[config.mk]
export PLATFORM = sky130hd
export DESIGN_NAME = sync_fifo_lvl
export DESIGN_NICKNAME = d
export VERILOG_FILES = /design/src/rtl/sync_fifo_lvl.sv
export SDC_FILE = /design/constraint.sdc
export NUM_CORES = 1
export LEC_CHECK = 0
export ABC_AREA = 1
export CAP_MARGIN = 0
export CORE_ASPECT_RATIO = 1.4
export CORE_MARGIN = 8
export CORE_UTILIZATION = 45
export CTS_BUF_LIST = sky130_fd_sc_hd__clkbuf_4 sky130_fd_sc_hd__clkbuf_8 sky130_fd_sc_hd__clkbuf_16
export DETAILED_ROUTE_END_ITERATION = 16
export HOLD_SLACK_MARGIN = 0.15
export PLACE_DENSITY = 0.65
export SLEW_MARGIN = 20
export SYNTH_ARGS = -nofsm -noshare
export SYNTH_HDL_FRONTEND = slang
export SYNTH_SLANG_ARGS = --single-unit
[constraint.sdc]
create_clock -name i_clk -period 2.24 [get_ports i_clk]
set_input_delay 0.672 -clock i_clk [delete_from_list [all_inputs] [get_ports i_clk]]
set_output_delay 0.672 -clock i_clk [all_outputs]
set_load 0.02 [all_outputs]
[src/rtl/sync_fifo_lvl.sv]
// rtl/sync_fifo_lvl.sv - single-clock FWFT FIFO with fill level, almost flags, flush and sticky errors
module sync_fifo_lvl #(
    parameter int DATA_WIDTH = 8,
    parameter int ADDR_WIDTH = 3,
    parameter int AFULL_LVL  = 6,
    parameter int AEMPTY_LVL = 1
) (
    input  logic                  i_clk,
    input  logic                  i_arst_n,
    input  logic                  i_flush,
    input  logic                  i_clr_err,
    input  logic                  i_wr,
    input  logic [DATA_WIDTH-1:0] i_data,
    input  logic                  i_rd,
    output logic [DATA_WIDTH-1:0] o_data,
    output logic                  o_full,
    output logic                  o_empty,
    output logic                  o_afull,
    output logic                  o_aempty,
    output logic [ADDR_WIDTH:0]   o_level,
    output logic                  o_ovf,
    output logic                  o_udf
);

    localparam int DEPTH = 2 ** ADDR_WIDTH;
    localparam logic [ADDR_WIDTH:0] DEPTH_L   = (ADDR_WIDTH + 1)'(DEPTH);
    localparam logic [ADDR_WIDTH:0] AFULL_L   = (ADDR_WIDTH + 1)'(AFULL_LVL);
    localparam logic [ADDR_WIDTH:0] AEMPTY_L  = (ADDR_WIDTH + 1)'(AEMPTY_LVL);
    localparam logic [ADDR_WIDTH:0] PTR_ZERO  = '0;

    if (ADDR_WIDTH < 1) begin : g_bad_addr_width
        $fatal(1, "sync_fifo_lvl: ADDR_WIDTH must be >= 1");
    end
    if (AFULL_LVL < 1 || AFULL_LVL > DEPTH) begin : g_bad_afull
        $fatal(1, "sync_fifo_lvl: AFULL_LVL must lie in 1..depth");
    end
    if (AEMPTY_LVL < 0 || AEMPTY_LVL >= DEPTH) begin : g_bad_aempty
        $fatal(1, "sync_fifo_lvl: AEMPTY_LVL must lie in 0..depth-1");
    end

    logic [DATA_WIDTH-1:0] mem_q [DEPTH];

    logic [ADDR_WIDTH:0] wr_ptr_q, wr_ptr_d;
    logic [ADDR_WIDTH:0] rd_ptr_q, rd_ptr_d;
    logic [ADDR_WIDTH:0] level_q, level_d;
    logic                full_q, full_d;
    logic                empty_q, empty_d;
    logic                afull_q, afull_d;
    logic                aempty_q, aempty_d;
    logic                ovf_q, ovf_d;
    logic                udf_q, udf_d;

    logic rd_ok;
    logic wr_ok;
    logic wr_en;
    logic rd_en;

    // A write on a full FIFO is only safe when the head slot is vacated this cycle.
    assign rd_ok = i_rd & ~empty_q;
    assign wr_ok = i_wr & (~full_q | rd_ok);
    assign wr_en = wr_ok & ~i_flush;
    assign rd_en = rd_ok & ~i_flush;

    always_ff @(posedge i_clk) begin
        if (wr_en) begin
            mem_q[wr_ptr_q[ADDR_WIDTH-1:0]] <= i_data;
        end
    end

    always_comb begin
        wr_ptr_d = wr_ptr_q;
        rd_ptr_d = rd_ptr_q;
        level_d  = level_q;
        if (i_flush) begin
            wr_ptr_d = PTR_ZERO;
            rd_ptr_d = PTR_ZERO;
            level_d  = PTR_ZERO;
        end else begin
            if (wr_en) begin
                wr_ptr_d = wr_ptr_q + {{ADDR_WIDTH{1'b0}}, 1'b1};
            end
            if (rd_en) begin
                rd_ptr_d = rd_ptr_q + {{ADDR_WIDTH{1'b0}}, 1'b1};
            end
            case ({wr_en, rd_en})
                2'b10:   level_d = level_q + {{ADDR_WIDTH{1'b0}}, 1'b1};
                2'b01:   level_d = level_q - {{ADDR_WIDTH{1'b0}}, 1'b1};
                default: level_d = level_q;
            endcase
        end
    end

    // Flags come from the next level so they never trail o_level by a cycle.
    always_comb begin
        full_d   = (level_d == DEPTH_L);
        empty_d  = (level_d == PTR_ZERO);
        afull_d  = (level_d >= AFULL_L);
        aempty_d = (level_d <= AEMPTY_L);
    end

    // A rejection in the same cycle as i_clr_err keeps the flag set.
    always_comb begin
        ovf_d = (i_wr & ~wr_ok & ~i_flush) | (ovf_q & ~i_clr_err);
        udf_d = (i_rd & ~rd_ok & ~i_flush) | (udf_q & ~i_clr_err);
    end

    always_ff @(posedge i_clk or negedge i_arst_n) begin
        if (!i_arst_n) begin
            wr_ptr_q <= '0;
            rd_ptr_q <= '0;
            level_q  <= '0;
            full_q   <= 1'b0;
            empty_q  <= 1'b1;
            afull_q  <= 1'b0;
            aempty_q <= 1'b1;
            ovf_q    <= 1'b0;
            udf_q    <= 1'b0;
        end else begin
            wr_ptr_q <= wr_ptr_d;
            rd_ptr_q <= rd_ptr_d;
            level_q  <= level_d;
            full_q   <= full_d;
            empty_q  <= empty_d;
            afull_q  <= afull_d;
            aempty_q <= aempty_d;
            ovf_q    <= ovf_d;
            udf_q    <= udf_d;
        end
    end

    assign o_data   = mem_q[rd_ptr_q[ADDR_WIDTH-1:0]];
    assign o_full   = full_q;
    assign o_empty  = empty_q;
    assign o_afull  = afull_q;
    assign o_aempty = aempty_q;
    assign o_level  = level_q;
    assign o_ovf    = ovf_q;
    assign o_udf    = udf_q;

endmodule

==> impl_metrics.csv <==
group,metric,value,unit
outcome,status,"complete, but fails checks",
outcome,violations,"negative setup slack",
clock_network,cts.clk_slew.worst_paths,0.08,ns
floorplanning,die-area,0.01059,sq mm
synthesis,mappedNetlistArea,0.003382,sq mm
worst_hold_path,hold_path.class,"reg -> reg",
route,via_per_inst,5.056,
route,vias,2518,
route,drt-pass1-iter-count,4,
clock_network,clock-sinks,80,
final_layout,nets,415,
clock_network,clock_latency,0.35,ns
setup_path,r2r-start,"o_empty",
route,ant_nets,0,
clock_network,cts_root_buf,"clkbuf_8",
synthesis,ys_top_cells_by_area,"edfxtp_1 57%, dfrtp_1 10%, nor2_1 8.2%",
global_route,grt_pass1_wl,12640,um
final_layout,syn_to_final_growth,36.07,%
setup_path,rrSetupSlack,0.16,ns
worst_hold_path,hold_start,"o_udf",
pwr,p_leak,1.847,nW
synthesis,ys_ff_latch,80,
global_route,overflow,0,
sta,fin_crit,2.350,ns
setup_path,setup.worst_path.class,"reg -> out",
floorplanning,core_region_area,0.007315,sq mm
synthesis,synth_cell_types,30,
setup_path,crit_end,"o_data[6]",
setup_path,end_kind,"output pin",
clock_network,cts_tree,"done",
synthesis,synth_top_family_by_area,"simple AND/OR/NAND/NOR gates",
route,drc,0,
clock_network,cts_buffers,9,
route,dr.max_layer_used,"met4",
route,wl_per_cell,15.72,um
route,met3_length,277,um
floorplanning,ios,32,
sta,fin_crit_sh,104.9,%
sta,worst_slack,-0.1101,ns
clock_network,htree_levels,3,
synthesis,synth_compound_area_share,9.878,%
synthesis,synthXorXnorAreaFrac,0.2590,%
synthesis,synth-seq-area-share,68.74,%
route,drt-initial-drc-count,180,
global_route,grt_pass1_vias,2596,
sta,fmax,425.5,MHz
place,io_buffer_count,31,
sta,setup_violations,8,
route,dr_wl_met2,4060,um
sta,final-hold-violation-count,0,
setup_path,startpoint_type,"flop",
floorplanning,start_util,46.24,%
clock_network,cts_max_path_buffers,2,
final_layout,drive_above_1_share,29.93,%
synthesis,synth_mux_area_share,0,%
setup_path,cp.required,1.57,ns
floorplanning,placement_rows,37,
job,drv_cap,0,
synthesis,syn_inst,297,
floorplanning,die_h,118.6,um
sta,tightest_slew,0.2786,ns
clock_network,holdBufCountCts,0,
sta,maxSlewHeadroom,81.37,%
synthesis,synth_simple_gate_area_share,15.06,%
place,place_congestion,0.8506,
worst_hold_path,min_path_cells,2,
synthesis,syn_nets,316,
sta,slew_viol_final,0,
global_route,track_usage,15.90,%
setup_path,cp-startpoint,"rd_ptr_q[0]",
final_layout,diodes,0,
setup_path,arrival,1.68,ns
pwr,peakVddDrop,0.0005116,V
pwr,power_density,887.6,mW/mm^2
route,wl_met1,3260,um
setup_path,ff2ff_path_depth,14,
synthesis,syn_avg_cell_area,11.39,sq um
sta,rsz0062_at_grt,"true",
synthesis,synthAdderAreaFrac,1.850,%
setup_path,r2r-end,"wr_ptr_q[1]",
place,dpl.hpwl,5224,um
global_route,grt_start_max_net_pins,18,
final_layout,utilization,62.91,%
sta,finClkSkew,0.009832,ns
setup_path,cp_max_fo,17,
floorplanning,die_w,89.27,um
global_route,grt_antenna_before_repair,0,
synthesis,yosys_warnings,0,
place,placed_cells,460,
route,drt_wl_total,7830,um
synthesis,synth_top_area_share,56.83,%
synthesis,synth.largest_area_cell,"edfxtp_1",
final_layout,finalNonFillerCells,498,
## logic make-up after synthesis
family          Yosys count
fa+ha+maj                 5
compound gates           61
xor+xnor                  1
simple gates            119
flops                    80
buf+inv                  31
## metrics by stage
| stage | setup WS, ns | hold WS, ns | instance area [sq um] | TNS [ns] | power, mW |
|---|---|---|---|---|---|
| floorplan | 0.01994 | 0.3764 | 3385 | 0 | 2.327 |
| global placement | -0.4125 | 0.5156 | 4124 | -11.60 | 2.785 |
| detailed placement | -0.4834 | 0.5169 | 4124 | -14.18 | 2.801 |
| CTS | -0.1596 | 0.5409 | 4588 | -1.084 | 4.101 |
| global route | -0.2144 | 0.5820 | 4602 | -1.464 | 4.281 |
| finish | -0.1101 | 0.5466 | 4602 | -0.7256 | 4.085 |
## timing repair
action | 4_1_cts | 5_1_grt
buffers inserted | 21 | 0
cloned | 1 | 0
endpoints found under the setup margin | 12 | 13
pin swaps | 9 | 5
resized for setup | 73 | 7
## flip-flops by register name (all words and copies together) (netlist names), 3 cells and up
name,count
mem_q,64
o_level,4
rd_ptr_q,3
wr_ptr_q,3
## worst min path at each step
| stage | end | slack [ns] |
|---|---|---|
| 3_3_place_gp | o_udf | 0.52 |
| 5_1_grt | o_ovf | 0.58 |
| 6_report | o_udf | 0.55 |
| 3_5_place_dp | o_udf | 0.52 |
| 2_1_floorplan | o_afull | 0.38 |
| 4_1_cts | o_udf | 0.54 |
## cell type report
type,count,area [sq um]
Sequential cell,80,2326
Timing Repair Buffer,97,877.1
Inverter,22,90.09
Clock buffer,9,123.9
Clock inverter,7,96.34
Multi-Input combinational cell,186,967.2
Fill cell,610,2713
Tap cell,97,121.4
## cell usage after synthesis
master,number
a21oi_2,1
nor3_1,1
a21oi_1,3
a31oi_1,8
o21ai_2,1
inv_1,16
nor2_2,1
nand2_1,29
ha_1,5
dfrtp_1,14
nand3_1,5
nand2_4,1
o21ai_0,21
dfstp_2,2
buf_2,3
o21ai_1,18
clkbuf_1,2
inv_2,5
clkinv_1,1
buf_6,2
nor2_4,1
nor2_1,74
nand3b_1,1
edfxtp_1,64
o22ai_1,9
xor2_1,1
nand2_2,3
buf_4,2
nand3_2,2
nand3_4,1
## worst max-delay path, stage by stage, from the launching register on
cell and delay (ns):
dfrtp_2 0.44, buf_8 0.18, o21ai_1 0.09, o22ai_1 0.18, nor2_1 0.06, a31oi_1 0.20, buf_4 0.18
## per-layer routing
metal,global-route usage [%],up-vias
li1,-,1231
met1,18.17,1211
met2,26.70,59
met3,2.982,17
met4,8.986,0
met5,0,-
## power by group
part           internal, mW  leakage, nW  switching, mW  total [mW]
Sequential             1.69        0.786         0.0595        1.75
Combinational         0.565        0.959          0.611        1.18
Clock                 0.627        0.103          0.528        1.15
## cell usage in the layout (no fill, tap or decap), types with 4 or more instances in the layout
cell type | Yosys | final
nor2_1 | 74 | 70
clkbuf_8 | 0 | 9
o21ai_1 | 18 | 20
o21ai_0 | 21 | 19
clkdlybuf4s50_1 | 0 | 20
o22ai_1 | 9 | 8
nand3_1 | 5 | 4
buf_4 | 2 | 65
nor2_2 | 1 | 4
edfxtp_1 | 64 | 64
dfrtp_1 | 14 | 13
inv_1 | 16 | 16
nand2_1 | 29 | 26
nand2_2 | 3 | 6
a31oi_1 | 8 | 8
Power figures use the tool's default switching activity.
